==> config.mk <==
export PLATFORM = sky130hd
export DESIGN_NAME = result_serializer_flat
export DESIGN_NICKNAME = d
export VERILOG_FILES = /design/src/rtl/result_serializer_if.sv /design/src/rtl/result_serializer.sv /design/src/flat_wrapper.sv
export SDC_FILE = /design/constraint.sdc
export NUM_CORES = 1
export LEC_CHECK = 0
export ABC_CLOCK_PERIOD_IN_PS = 4300
export BUFFER_PORTS_ARGS = -buffer_cell sky130_fd_sc_hd__clkbuf_2
export CORE_MARGIN = 3
export CORE_UTILIZATION = 55
export DETAILED_ROUTE_END_ITERATION = 6
export PLACE_DENSITY = 0.84
export SYNTH_ARGS = -nofsm -noshare
export SYNTH_HDL_FRONTEND = slang
export SYNTH_SLANG_ARGS = --single-unit
==> constraint.sdc <==
create_clock -name clk -period 4.3 [get_ports clk]
set_clock_uncertainty 0.15 [all_clocks]
set_input_delay 0.215 -clock clk [delete_from_list [all_inputs] [get_ports clk]]
set_output_delay 0.215 -clock clk [all_outputs]
set_load 0.005 [all_outputs]
==> src/rtl/result_serializer_if.sv <==
// Valid/ready element stream carrying a matrix element and its (row, col) tag.
// master drives data/valid/row/col/last and samples ready; slave is the consumer.
interface result_serializer_if #(
  parameter int DW = 16,
  parameter int RW = 2,
  parameter int CW = 2
);
  logic [DW-1:0] out_data;
  logic          out_valid;
  logic          out_ready;
  logic [RW-1:0] out_row;
  logic [CW-1:0] out_col;
  logic          out_last;

  modport master (
    output out_data,
    output out_valid,
    output out_row,
    output out_col,
    output out_last,
    input  out_ready
  );

  modport slave (
    input  out_data,
    input  out_valid,
    input  out_row,
    input  out_col,
    input  out_last,
    output out_ready
  );
endinterface

==> src/rtl/result_serializer.sv <==
// Snapshots a ROWS x COLS result matrix on load and streams it row-major over a valid/ready bus.
// Ports: clk, reset (sync, active-high), d_in/load capture side, m_out stream, busy/frame_done/overflow status.
module result_serializer #(
  parameter int ROWS = 4,
  parameter int COLS = 4,
  parameter int DW   = 16
) (
  input  logic                   clk,
  input  logic                   reset,
  input  logic [ROWS*COLS*DW-1:0] d_in,
  input  logic                   load,
  result_serializer_if.master    m_out,
  output logic                   busy,
  output logic                   frame_done,
  output logic                   overflow
);

  localparam int N  = ROWS * COLS;
  localparam int KW = (N > 1) ? $clog2(N) : 1;
  localparam int RW = (ROWS > 1) ? $clog2(ROWS) : 1;
  localparam int CW = (COLS > 1) ? $clog2(COLS) : 1;

  localparam logic [KW-1:0] K_LAST = KW'(N - 1);
  localparam logic [CW-1:0] C_LAST = CW'(COLS - 1);

  typedef enum logic {
    IDLE = 1'b0,
    SEND = 1'b1
  } state_t;

  state_t          r_state;
  state_t          w_state_nxt;
  logic [KW-1:0]   r_k;
  logic [KW-1:0]   w_k_nxt;
  logic [RW-1:0]   r_row;
  logic [RW-1:0]   w_row_nxt;
  logic [CW-1:0]   r_col;
  logic [CW-1:0]   w_col_nxt;
  logic [N*DW-1:0] r_data;
  logic            r_fd;
  logic            w_fd_nxt;
  logic            r_ovf;
  logic            w_ovf_nxt;
  logic            w_capture;
  logic            w_hs;
  logic            w_last;

  assign w_hs   = (r_state == SEND) && m_out.out_ready;
  assign w_last = (r_k == K_LAST);

  always_comb begin
    w_state_nxt = r_state;
    w_k_nxt     = r_k;
    w_row_nxt   = r_row;
    w_col_nxt   = r_col;
    w_fd_nxt    = 1'b0;
    w_ovf_nxt   = r_ovf;
    w_capture   = 1'b0;
    unique case (r_state)
      IDLE: begin
        if (load) begin
          w_state_nxt = SEND;
          w_capture   = 1'b1;
          w_k_nxt     = '0;
          w_row_nxt   = '0;
          w_col_nxt   = '0;
        end
      end
      SEND: begin
        if (w_hs && w_last) begin
          // A load coinciding with the final handshake chains frames
          // back-to-back without a bubble.
          w_fd_nxt  = 1'b1;
          w_k_nxt   = '0;
          w_row_nxt = '0;
          w_col_nxt = '0;
          if (load) begin
            w_capture = 1'b1;
          end else begin
            w_state_nxt = IDLE;
          end
        end else begin
          if (w_hs) begin
            w_k_nxt = r_k + 1'b1;
            if (r_col == C_LAST) begin
              w_col_nxt = '0;
              w_row_nxt = r_row + 1'b1;
            end else begin
              w_col_nxt = r_col + 1'b1;
            end
          end
          if (load) begin
            w_ovf_nxt = 1'b1;
          end
        end
      end
      default: begin
        w_state_nxt = IDLE;
      end
    endcase
  end

  always_ff @(posedge clk) begin
    if (reset) begin
      r_state <= IDLE;
      r_k     <= '0;
      r_row   <= '0;
      r_col   <= '0;
      r_data  <= '0;
      r_fd    <= 1'b0;
      r_ovf   <= 1'b0;
    end else begin
      r_state <= w_state_nxt;
      r_k     <= w_k_nxt;
      r_row   <= w_row_nxt;
      r_col   <= w_col_nxt;
      r_fd    <= w_fd_nxt;
      r_ovf   <= w_ovf_nxt;
      if (w_capture) begin
        r_data <= d_in;
      end
    end
  end

  assign m_out.out_valid = (r_state == SEND);
  assign m_out.out_data  = r_data[r_k*DW +: DW];
  assign m_out.out_row   = r_row;
  assign m_out.out_col   = r_col;
  assign m_out.out_last  = (r_state == SEND) && w_last;

  assign busy       = (r_state == SEND);
  assign frame_done = r_fd;
  assign overflow   = r_ovf;

endmodule

==> src/flat_wrapper.sv <==
// flat-port wrapper written by rule: the top's interface ports become plain ports
module result_serializer_flat 
#(
  parameter int ROWS = 4,
  parameter int COLS = 4,
  parameter int DW   = 16
)
  (clk, reset, d_in, load, busy, frame_done, overflow, m_out_out_data, m_out_out_valid, m_out_out_row, m_out_out_col, m_out_out_last, m_out_out_ready);
  result_serializer_if #(.DW(DW), .RW((2)), .CW((2))) m_out_i ();
  input  logic clk;
  input  logic reset;
  input  logic [ROWS*COLS*DW-1:0] d_in;
  input  logic load;
  output logic busy;
  output logic frame_done;
  output logic overflow;
  output wire logic [$bits(m_out_i.out_data)-1:0] m_out_out_data;
  output wire logic [$bits(m_out_i.out_valid)-1:0] m_out_out_valid;
  output wire logic [$bits(m_out_i.out_row)-1:0] m_out_out_row;
  output wire logic [$bits(m_out_i.out_col)-1:0] m_out_out_col;
  output wire logic [$bits(m_out_i.out_last)-1:0] m_out_out_last;
  input wire logic [$bits(m_out_i.out_ready)-1:0] m_out_out_ready;
  assign m_out_out_data = m_out_i.out_data;
  assign m_out_out_valid = m_out_i.out_valid;
  assign m_out_out_row = m_out_i.out_row;
  assign m_out_out_col = m_out_i.out_col;
  assign m_out_out_last = m_out_i.out_last;
  assign m_out_i.out_ready = m_out_out_ready;
  result_serializer #(.ROWS(ROWS), .COLS(COLS), .DW(DW)) u_core (.clk(clk), .reset(reset), .d_in(d_in), .load(load), .m_out(m_out_i), .busy(busy), .frame_done(frame_done), .overflow(overflow));
endmodule
Word-level counts from Yosys, hierarchy flattened
Index checks and enable logic that the tools add are counted.
{"block": "word_totals", "ff_bits": 267, "wordCells": 44}
{"block": "classes", "eq_ne": 5, "n_mux": 19, "reduce_logical": 7, "bitwise_logic": 2, "shift": 1, "add_sub_neg": 3}
{"operator": "$shiftx 256x9->16", "n": 1}
{"operator": "$mux 2", "n": 7}
{"operator": "$mux 4", "n": 3}
{"operator": "$pmux 2 s2", "n": 2}
{"operator": "$pmux 4 s2", "n": 1}
{"operator": "$ne 3x3->1 const B", "n": 2}
{"operator": "$reduce_and 3->1", "n": 2}
{"operator": "$add 2x1->2 const B", "n": 2}
{"operator": "$add 4x1->4 const B", "n": 1}
{"operator": "$eq 4x4->1 const B", "n": 1}
{"operator": "$mux 1", "n": 4}
{"operator": "$pmux 1 s2", "n": 2}
{"operator": "$logic_and 1x1->1", "n": 3}
{"operator": "$eq 2x2->1 const B", "n": 1}
{"operator": "$ne 2x2->1 const B", "n": 1}
{"operator": "$not 1->1", "n": 2}
{"operator": "$reduce_and 2->1", "n": 1}
{"operator": "$reduce_or 2->1", "n": 1}

Depth between registers and ports, before layout
{"block": "logic_depth", "depth_word": 5, "depth_mapped": 7, "depth_no_buf": 5}

Least setup slack after synthesis
No wires, ideal clock.
{"block": "synth_path", "path_kind": "register -> output", "start": "register u_core.r_k[0]", "end": "output m_out_out_data[0]", "n_path_buf": 2, "slack_ps": 2508, "t_arrival_ps": 1427, "required_ps": 3935, "path_stages_with_launch": 6, "cell_sequence": "dfxtp_1 buf_2 buf_2 mux4_2 nand2_1 nand3_1"}
{"block": "synth_between", "elab_chain_len": 1}
{"element": "start, declared", "line": "result_serializer.sv:33", "text": "logic [KW-1:0] r_k;"}
{"element": "start signal, assigned", "line": "result_serializer.sv:114", "text": "r_k <= w_k_nxt;"}
{"element": "$shiftx 256x9->16", "line": "result_serializer.sv:126", "text": "assign m_out.out_data = r_data[r_k*DW +: DW];"}
{"element": "end, declared", "line": "flat_wrapper.sv:17", "text": "output wire logic [$bits(m_out_i.out_data)-1:0] m_out_out_data;"}
No other way between the ends.

Final worst setup path
{"block": "layout_path", "start": "register u_core.r_k[0]", "end": "output m_out_out_data[3]"}
The elaborated chain is that of the path after synthesis.

==> out/results.md <==
## CTS
* **maximum level of the CTS H-tree** 1
* **clock slew at reported path FFs** 0.06 ns
* **Num Clock Sinks** 267
* **CTS tree** built
* **cts bufs inserted** 27
* **post_cts resized** 0
* **CTS Root Buffer Type** clkbuf_16
* **number of buffers on the longest clock path** 3
* **latest clock arrival within the worst-skew pair** 0.53 ns

## Timing
* **Finish-stage setup viols** 0
* **portion of the clock cycle consumed by the worst path in the final layout** 76.7%
* **pin slew with the least headroom to its limit** 1.17 ns
* **Final Max Tran Viols** 0
* **worst path setup slack after routing** 1.00 ns
* **setup repair after global routing missed its margin** no
* **Final Critical Period** 3.30 ns
* **max frequency** 303 MHz
* **setup total negative slack** 0 ns
* **Final Hold Fails** 0
* **Max-Slew Margin vs Limit** 21.8%

## Global route
* **Remaining Overflow, GRT** 0
* **wire length of the first global-routing pass** 69700 um
* **initial antenna violation count** 10
* **number of global-route vias before repair** 12500
* **GRT Overall Usage** 41.1%
* **maximum number of pins on one net before global-route repair** 181

## Final layout
* **Layout Nets** 2055
* **most frequent standard cell in the layout excluding fill and tap cells** nand2_1
* **number of filler instances in the final layout** 1113
* **post-layout instance area** 16100 sq um
* **area of combinational cells with multiple inputs** 5270 sq um
* **most used cells in the layout excluding fill and tap cells** nand2_1, clkbuf_2, dfxtp_1
* **area overhead of the layout relative to synthesis** 42.7%
* **fraction of final layout cells sized beyond drive strength 1** 22.8%
* **count of placed standard cells in the final layout, fillers left out** 2088
* **FF+latch area** 5350 sq um

## Pwr
* **total power density per cell area** 375 nW/um^2
* **worst vdd rail ir drop** 0.000283 V
* **standby leakage power** 6.56 nW

## Floorplan
* **floorplan core area** 19800 sq um
* **die area** 22300 sq um
* **Ports** 285
* **row count** 51
* **Initial Utilization** 57.0%
* **die width** 149 um
* **vertical extent of the die** 149 um

## Placement
* **pre-CTS worst setup slack** 1.36 ns
* **final HPWL from detailed placement** 23000 um
* **gpl congestion** 0.870
* **number of cells in the design after placement** 1771
* **cell area after placement** 12600 sq um
* **Port Buffer Count** 284

## Routing
* **final antenna-violating net count** 0
* **average vias per placed instance** 5.95
* **final wirelength** 46900 um
* **post-route DRC violation count** 2
* **DR pass1 iterations** 7
* **Vias** 12400
* **Routed WL per cell** 22.5 um
* **drt initial violations** 1576

## Min path
* **Hold Startpoint** u_core.r_data[37]
* **Worst Hold Class** flip-flop to flip-flop

## Critical path
* **startpoint of the worst register-to-register path** u_core.r_k[0]
* **maximum fanout count along the critical path** 30
* **flop-to-flop setup slack** 1.18 ns
* **crit path capture type** primary output
* **kind of launch point of the worst setup path** flip-flop
* **R2R cell count** 6
* **critical path class** flip-flop to primary output
* **origin of the worst setup path** u_core.r_k[0]
* **required time reported for the critical path endpoint** 3.93 ns
* **crit path DAT** 2.93 ns
* **end point of the critical path** m_out_out_data[3]
* **r2r endpoint** u_core.r_data[183]

## Synth
* **gate count of the mapped netlist** 1322
* **fraction of registers with async set or reset after synthesis** 0%
* **count of warnings emitted by yosys** 0
* **post-synthesis instance area** 11300 sq um
* **number of flops mapped to enable cells by yosys** 0
* **synthesized area divided by synthesized cell count** 8.55 sq um
* **sequential fraction of the synthesis area** 47.3%
* **distinct cell type count of the synthesized netlist** 33
* **post-synthesis sequential element count** 267
* **Syn Nets** 1584
* **top flip-flop cell by instance count after synthesis** dfxtp_1

## Run status
* **status** finished, violations left
* **failing checks** DRC

## Flow run
* **maximum capacitance violations** 0

[cell families (layout without fill, tap and decap cells)]
family                     after synthesis  after routing  synth area share (%)
muxes                                   65             65                  12.8
buffers and inverters                  114            606                  6.11
DFF                                    267            267                  47.3
and+or+nand+nor                        576            576                  19.7
other                                    0              9                     0
adders and majority gates                2              2                 0.221
AOI/OAI and AO/OA                      298            298                  13.9
[cell usage after synthesis (2+ instances only)]
cell / n / area [sq um]
a21oi_1: 261 / 1310
a22oi_1: 10 / 75.1
nor2_1: 20 / 75.1
buf_4: 37 / 278
mux4_2: 64 / 1440
o22ai_1: 16 / 100
buf_2: 20 / 100
a31oi_1: 3 / 18.8
buf_6: 13 / 146
clkbuf_1: 40 / 150
nand3_1: 18 / 90.1
o21ai_0: 2 / 10.0
buf_1: 2 / 7.51
dfxtp_1: 267 / 5350
ha_1: 2 / 25.0
nor2b_1: 3 / 18.8
nand2b_1: 2 / 12.5
nor3_1: 3 / 15.0
nand2_1: 525 / 1970
[metrics by stage]
stage,utilization [%],power (mW),hold WS (ns)
detailed placement,63.4,3.35,0.293
floorplan,-,3.11,0.186
CTS,81.1,5.93,0.284
finish,81.3,6.05,0.304
global route,81.2,6.19,0.310
global placement,63.4,3.33,0.288
[metal layers]
layer	vias up	wire length, um	global-route usage (%)	part of all wire (%)
met3	354	4770	12.8	10
met1	5654	15300	43.9	33
met2	1009	22400	68.4	48
met5	-	15	0.227	0.032
met4	2	4410	30.3	9.4
li1	5404	-	-	-
[layout make-up]
type / instances / share of cell area, %
flip-flops and latches: 267 / 33.2
multi-input cells: 941 / 32.7
repair buffers: 555 / 26.1
clock buffers: 44 / 5.27
well taps: 265 / 2.06
clock inverters: 6 / 0.520
diodes: 9 / 0.140
inverters: 1 / 0.0233
[repair_timing]
item | CTS | global route
hold buffers | 258 | 0
hold endpoints to repair | 263 | 0
setup buffers | 0 | 0
[worst max-delay path, cell delays in order (launching register included)]
cell and delay, ns:
dfxtp_4 0.78, buf_4 0.54, nor2b_1 0.52, a22oi_1 0.20, nand3_1 0.19, clkbuf_2 0.16
[sequential cells by signal (all words and copies together) (netlist names)]
| name | flops |
|---|---|
| u_core.m_out.out_row | 2 |
| u_core.overflow | 1 |
| u_core.r_data | 256 |
| u_core.m_out.out_col | 2 |
| u_core.r_k | 4 |
| u_core.frame_done | 1 |
| u_core.busy | 1 |
[power breakdown]
part | internal [mW] | leakage (nW) | switching (mW) | total, mW
clock network | 1.47 | 0.463 | 1.01 | 2.47
registers | 2.61 | 2.19 | 0.0978 | 2.71
logic | 0.423 | 3.91 | 0.442 | 0.865
[worst min-delay path by stage]
stage / end / slack [ns] / cells past startpoint
after floorplan: u_core.busy / 0.19 / 2
after global placement: u_core.r_data[167] / 0.29 / 2
after detailed placement: u_core.r_data[197] / 0.29 / 3
after CTS: u_core.r_data[6] / 0.28 / 4
after global routing: u_core.r_data[175] / 0.31 / 4
final: u_core.r_data[37] / 0.30 / 2
No activity file was read; power rests on OpenSTA's default activity.
